## config.mk

```make
export PLATFORM = sky130hd
export DESIGN_NAME = pattern_sequencer
export DESIGN_NICKNAME = d
export VERILOG_FILES = /design/src/rtl/pattern_sequencer.sv
export SDC_FILE = /design/constraint.sdc
export NUM_CORES = 1
export LEC_CHECK = 0
export CORE_MARGIN = 10
export CORE_UTILIZATION = 58
export DETAILED_ROUTE_END_ITERATION = 10
export PLACE_DENSITY = 0.91
export SLEW_MARGIN = 20
export SYNTH_ARGS = -nofsm -noshare
export SYNTH_HDL_FRONTEND = slang
export SYNTH_SLANG_ARGS = --single-unit
```

## constraint.sdc

```tcl
create_clock -name i_clk -period 2.7 [get_ports i_clk]
set_input_delay 0.675 -clock i_clk [delete_from_list [all_inputs] [get_ports i_clk]]
set_output_delay 0.675 -clock i_clk [all_outputs]
set_load 0.01 [all_outputs]
```

## src/rtl/pattern_sequencer.sv

```systemverilog
// Pattern playback controller: walks a stored 2-bit symbol sequence and flashes one-hot LEDs
// with dark gaps. Optional on-time speedup with sequence length is enabled by SEQ_SPEEDUP_EN.
//
// state | meaning
// IDLE  | waiting for a valid start request
// GAP   | LEDs dark for OFF_TICKS cycles, pattern memory read settles
// SHOW  | LED for the captured symbol lit for on_time cycles
// DONE  | one-cycle completion pulse, then back to IDLE
module pattern_sequencer #(
    parameter int ON_TICKS   = 12500000,
    parameter int OFF_TICKS  = 12500000,
    parameter int MAX_LEN    = 16,
    parameter int SPEED_STEP = 500000,
    parameter int MIN_TICKS  = 2500000,
    localparam int ADDR_W    = $clog2(MAX_LEN)
) (
    input  logic              i_clk,
    input  logic              i_rst_n,
    input  logic              i_start,
    input  logic [ADDR_W:0]   i_len,
    input  logic              i_abort,
    output logic [ADDR_W-1:0] o_pat_addr,
    input  logic [1:0]        i_pat_data,
    output logic [3:0]        o_led,
    output logic              o_busy,
    output logic              o_done
);

    localparam int LEN_W   = ADDR_W + 1;
    localparam int MAX_T   = (ON_TICKS > OFF_TICKS) ? ON_TICKS : OFF_TICKS;
    localparam int TIMER_W = $clog2(MAX_T + 1);

    if (ON_TICKS < 1 || OFF_TICKS < 2 || MAX_LEN < 2 || SPEED_STEP < 0 || MIN_TICKS < 1
        || MIN_TICKS > ON_TICKS) begin : g_bad_cfg
        $error("pattern_sequencer: invalid parameter set");
    end

    typedef enum logic [1:0] {
        S_IDLE,
        S_GAP,
        S_SHOW,
        S_DONE
    } state_t;

    state_t             state, state_nxt;
    logic [ADDR_W-1:0]  index, index_nxt;
    logic [LEN_W-1:0]   len_q, len_nxt;
    logic [TIMER_W-1:0] timer, timer_nxt;
    logic [1:0]         symbol, symbol_nxt;
    logic [3:0]         led_nxt;
    logic               busy_nxt;
    logic               done_nxt;
    logic [TIMER_W-1:0] on_time;
    logic               len_ok;
    logic               start_ok;
    logic               last_step;

    assign len_ok    = (i_len != '0) && (i_len <= LEN_W'(MAX_LEN));
    assign start_ok  = i_start && !i_abort && len_ok;
    assign last_step = ({1'b0, index} == (len_q - LEN_W'(1)));

`ifdef SEQ_SPEEDUP_EN
    logic [LEN_W-1:0]   extra_steps;
    logic [63:0]        reduction;
    logic [TIMER_W-1:0] on_time_start;
    logic [TIMER_W-1:0] on_time_q;

    // Saturating max(MIN_TICKS, ON_TICKS - (len-1)*SPEED_STEP), frozen for the whole playback
    always_comb begin
        extra_steps = i_len - LEN_W'(1);
        reduction   = 64'(extra_steps) * 64'(SPEED_STEP);
        if (reduction + 64'(MIN_TICKS) >= 64'(ON_TICKS)) begin
            on_time_start = TIMER_W'(MIN_TICKS);
        end else begin
            on_time_start = TIMER_W'(64'(ON_TICKS) - reduction);
        end
    end

    always_ff @(posedge i_clk) begin
        if (!i_rst_n) begin
            on_time_q <= TIMER_W'(ON_TICKS);
        end else if (state == S_IDLE && start_ok) begin
            on_time_q <= on_time_start;
        end
    end

    assign on_time = on_time_q;
`else
    assign on_time = TIMER_W'(ON_TICKS);
`endif

    always_ff @(posedge i_clk) begin
        if (!i_rst_n) begin
            state  <= S_IDLE;
            index  <= '0;
            len_q  <= '0;
            timer  <= '0;
            symbol <= '0;
            o_led  <= '0;
            o_busy <= 1'b0;
            o_done <= 1'b0;
        end else begin
            state  <= state_nxt;
            index  <= index_nxt;
            len_q  <= len_nxt;
            timer  <= timer_nxt;
            symbol <= symbol_nxt;
            o_led  <= led_nxt;
            o_busy <= busy_nxt;
            o_done <= done_nxt;
        end
    end

    always_comb begin
        state_nxt  = state;
        index_nxt  = index;
        len_nxt    = len_q;
        timer_nxt  = timer;
        symbol_nxt = symbol;
        led_nxt    = '0;
        busy_nxt   = 1'b1;
        done_nxt   = 1'b0;

        case (state)
            S_IDLE: begin
                busy_nxt = 1'b0;
                if (start_ok) begin
                    state_nxt = S_GAP;
                    len_nxt   = i_len;
                    index_nxt = '0;
                    timer_nxt = TIMER_W'(OFF_TICKS - 1);
                    busy_nxt  = 1'b1;
                end
            end
            S_GAP: begin
                if (timer == '0) begin
                    state_nxt  = S_SHOW;
                    symbol_nxt = i_pat_data;
                    timer_nxt  = on_time - TIMER_W'(1);
                    led_nxt    = 4'b0001 << i_pat_data;
                end else begin
                    timer_nxt = timer - TIMER_W'(1);
                end
            end
            S_SHOW: begin
                led_nxt = 4'b0001 << symbol;
                if (timer == '0) begin
                    led_nxt = '0;
                    if (last_step) begin
                        state_nxt = S_DONE;
                        done_nxt  = 1'b1;
                    end else begin
                        state_nxt = S_GAP;
                        index_nxt = index + ADDR_W'(1);
                        timer_nxt = TIMER_W'(OFF_TICKS - 1);
                    end
                end else begin
                    timer_nxt = timer - TIMER_W'(1);
                end
            end
            S_DONE: begin
                state_nxt = S_IDLE;
                index_nxt = '0;
                busy_nxt  = 1'b0;
            end
            default: begin
                state_nxt = S_IDLE;
                busy_nxt  = 1'b0;
            end
        endcase

        // Abort wins over every transition, including the one into DONE
        if (i_abort && state != S_IDLE) begin
            state_nxt = S_IDLE;
            index_nxt = '0;
            timer_nxt = '0;
            led_nxt   = '0;
            busy_nxt  = 1'b0;
            done_nxt  = 1'b0;
        end
    end

    assign o_pat_addr = index;

endmodule

```

==> metrics.md, run 1 <==
| Metric | Value |
|---|---|
| Clock sinks | `between 40 and 50` |
| Worst hold path depth | `1` |
| First-pass DRT Iterations | `5` |
| Initial DRC count | `approximately 140` |
| Placed cell count | `~370` |
| YS warnings | `0` |
| Unrepaired setup endpoints after global routing | `no` |
| IO buf count | `20` |
| Slew margin rel. | `roughly two thirds` |
| Largest net degree at the start of global routing | `19` |
| Crit path from | `len_q[0]` |
| Setup violations, final | `0` |
| I/O pins | `21` |
| Post-synth EDFFs | `0` |
| Root buf cell | `clkbuf_8` |
| Worst reg2reg setup slack | `around 0.17 ns` |
| Reg-to-reg startpoint | `len_q[0]` |
| Post-route insts no fill | `approximately 380` |
| Req. time, crit path | `slightly below 3 ns` |
| Placement Cell Area | `around 0.0029 mm2` |
| CTS tree | `built` |
| MaxCap Viol Count | `0` |
| Leading cell types in the layout, fill and taps excluded | `43 x dfxtp_1, 20 x clkdlybuf4s50_1, 18 x nand2_1` |
| Lkg Pwr | `around 1.2 nW` |
| Site Rows | `24` |
| DR vias | `~2500` |
| Crit path launch type | `flop` |
| GR Overflow Total | `0` |
| Period utilisation layout | `between 90% and 100%` |
| Cell variety after synth | `66` |
| Post-DP HPWL | `approximately 4.7 mm` |
| Post-detailed-route wirelength per cell | `~17 um` |
| GP Congestion | `just over 0.9` |
| R2R Path End | `timer[3]` |
| Top cell type's share of synthesized area | `33.2%` |
| Initial antenna violation count | `0` |
| Die ar. | `~0.0075 mm2` |
| Crit Path Class | `flop to flop` |
| Cell Area, Synth | `0.00259 mm2` |
| FF-to-FF path depth | `7` |
| Data arrival, critical path | `between 2 and 3 ns` |
| Top FF cell, synth | `dfxtp_1` |
| CP Max Fanout | `11` |
| DRC errors left | `0` |
| Ys async rst share | `0%` |
| N_diodes | `0` |
| Number of H-tree levels | `2` |
| Placeable Area | `between 0.004 and 0.005 mm2` |
| CTS Buf Count | `5` |
| Mean post-synth cell area | `between 8 and 9 um2` |
| Worst setup path endpoint | `timer[3]` |
| Synthesized flop and latch total | `43` |
| Vias in the first global route | `about 2500` |
| Synthesized instance count | `between 300 and 400` |
| Final worst path period need | `~2.5 ns` |
| Final Instance Area | `just over 0.003 mm2` |
| Worst skew pair latency | `approximately 0.3 ns` |
| PwrDens | `slightly above 1000 mW/mm2` |
| Final slew viol count | `0` |
| Vias per Instance | `about 6.6` |
| Routed Antenna Nets | `0` |
| Die H | `around 87 um` |
| Max Buffers Root-to-Sink | `2` |
| Cells taking the most area after synthesis | `dfxtp_1 33%, mux2i_1 3.9%, ha_1 3.4%` |
| CP endpoint kind | `flop` |
| Seq/Total Area, Yosys | `around a third` |
| Synthesis-to-layout area growth | `16.3%` |
| Clock-pin slew on the worst setup and hold paths | `roughly 0.09 ns` |
| Total Wirelength | `6.65 mm` |
| Setup Skew | `approximately 0.0096 ns` |
| Die Width | `roughly 87 um` |
| Slew at the pin closest to its max-slew limit | `around 0.47 ns` |
| Most common cell after layout, fill and taps aside | `dfxtp_1` |
| Cell accounting for the most synthesized area | `dfxtp_1` |
| Share of cells above drive strength 1 | `roughly a tenth` |
| Hold Fails Final Rpt | `0` |
| Hold Path Class | `flop to flop` |
| Worst IR Drop VDD | `around 800 uV` |
| Fillers | `about 340` |
| First-pass GRT wire length | `around 11 mm` |
| Post-Syn Nets | `between 300 and 400` |
| Final core utilization | `a little under 70%` |
| Initial Util | `about three fifths` |
| Nets | `~350` |
| Fmax | `~0.4 GHz` |
| Status | `completed` |
| GRT Util Overall | `between 10% and 20%` |
[state kept, by name (all words and copies together) (netlist names)]
signal / count
o_pat_addr: 4
timer: 24
state: 2
len_q: 5
o_led: 4
o_busy: 1
o_done: 1
symbol: 2
[worst min-delay path by stage]
stage | from | end | slack, ns
after global routing | timer[20] | timer[20] | 0.53
after CTS | timer[20] | timer[20] | 0.50
after global placement | timer[15] | timer[15] | 0.48
after floorplan | timer[16] | timer[16] | 0.45
after detailed placement | timer[20] | timer[20] | 0.48
final | timer[20] | timer[20] | 0.50
[worst max-delay path, stage by stage, from the launching register on]
cell	delay (ns)
dfxtp_1	0.40
inv_1	0.06
ha_1	0.26
o21ba_1	0.18
a221o_1	0.33
a211o_1	0.45
o21a_1	0.41
o221a_2	0.33
[power by group]
part	leakage, nW	internal (W)	total [W]	switching (W)
clock network	0.0581	0.000275	0.000507	0.000231
registers	0.350	0.000757	0.000925	0.000167
logic	0.762	0.000610	0.00165	0.00104
total	1.17	0.00164	0.00308	0.00144
[synth_stat cells (7+ instances only)]
master and number:
or3_1 8, nor2b_1 8, nand4_1 14, clkbuf_1 14, o21ai_0 8, ha_1 7, inv_1 15, nand2_1 18
nor3_1 13, mux2i_1 10, nand3_1 12, dfxtp_1 43, nor4_1 7, a21oi_1 14, nor2_1 16
[logic make-up (layout without fill, tap and decap cells)]
| group | count (synthesis) | in the layout | synth area share, % |
|---|---|---|---|
| mux | 10 | 10 | 3.86 |
| simple gates | 136 | 136 | 31.6 |
| buf+inv | 32 | 55 | 4.78 |
| fa+ha+maj | 7 | 7 | 3.38 |
| flops | 43 | 43 | 33.2 |
| xor+xnor | 3 | 3 | 1.01 |
| compound gates | 76 | 76 | 22.1 |
[routing by layer]
layer / vias up / part of all wire [%] / track usage, %
met5: - / 0 / 0
met4: 0 / 0.86 / 6.48
met3: 7 / 5.4 / 3.75
met2: 72 / 53 / 31.8
li1: 1220 / - / -
met1: 1228 / 41 / 21.1
[what timing repair did]
item / in CTS / in global routing
hold buffers: 0 / 0
buffers inserted: 0 / 0
endpoints found under the setup margin: 0 / 13
gates resized for setup: 0 / 5
[final cells by class]
| class | instances | area [um2] | share of cell area (%) |
|---|---|---|---|
| clock buffers | 5 | 68.8 | 2.28 |
| well taps | 52 | 65.1 | 2.16 |
| repair buffers | 32 | 290 | 9.62 |
| flip-flops and latches | 43 | 861 | 28.5 |
| multi-input cells | 232 | 1630 | 54.1 |
| inverters | 15 | 56.3 | 1.87 |
| clock inverters | 3 | 43.8 | 1.45 |
[through the flow]
stage / power [W] / setup slack, ns / TNS [ns] / hold WS, ns
final: 0.00308 / 0.167 / 0 / 0.497
after detailed placement: 0.00253 / -0.256 / -3.31 / 0.478
after CTS: 0.00305 / 0.0383 / 0 / 0.499
after global routing: 0.00332 / 0.0272 / 0 / 0.529
after floorplan: 0.00207 / 0.407 / 0 / 0.454
after global placement: 0.00246 / -0.0985 / -0.531 / 0.479
(Power assumes the default switching activity.)
==> inputs of run 2 (changes only) <==
--- a/config.mk
+++ b/config.mk
@@ -5,6 +5,7 @@
 export SDC_FILE = /design/constraint.sdc
 export NUM_CORES = 1
 export LEC_CHECK = 0
+export CAP_MARGIN = 20
 export CORE_MARGIN = 10
 export CORE_UTILIZATION = 58
 export DETAILED_ROUTE_END_ITERATION = 10
==> results of run 2 <==
Same layout as run 1: the final DEF is identical, and so are final timing and power.
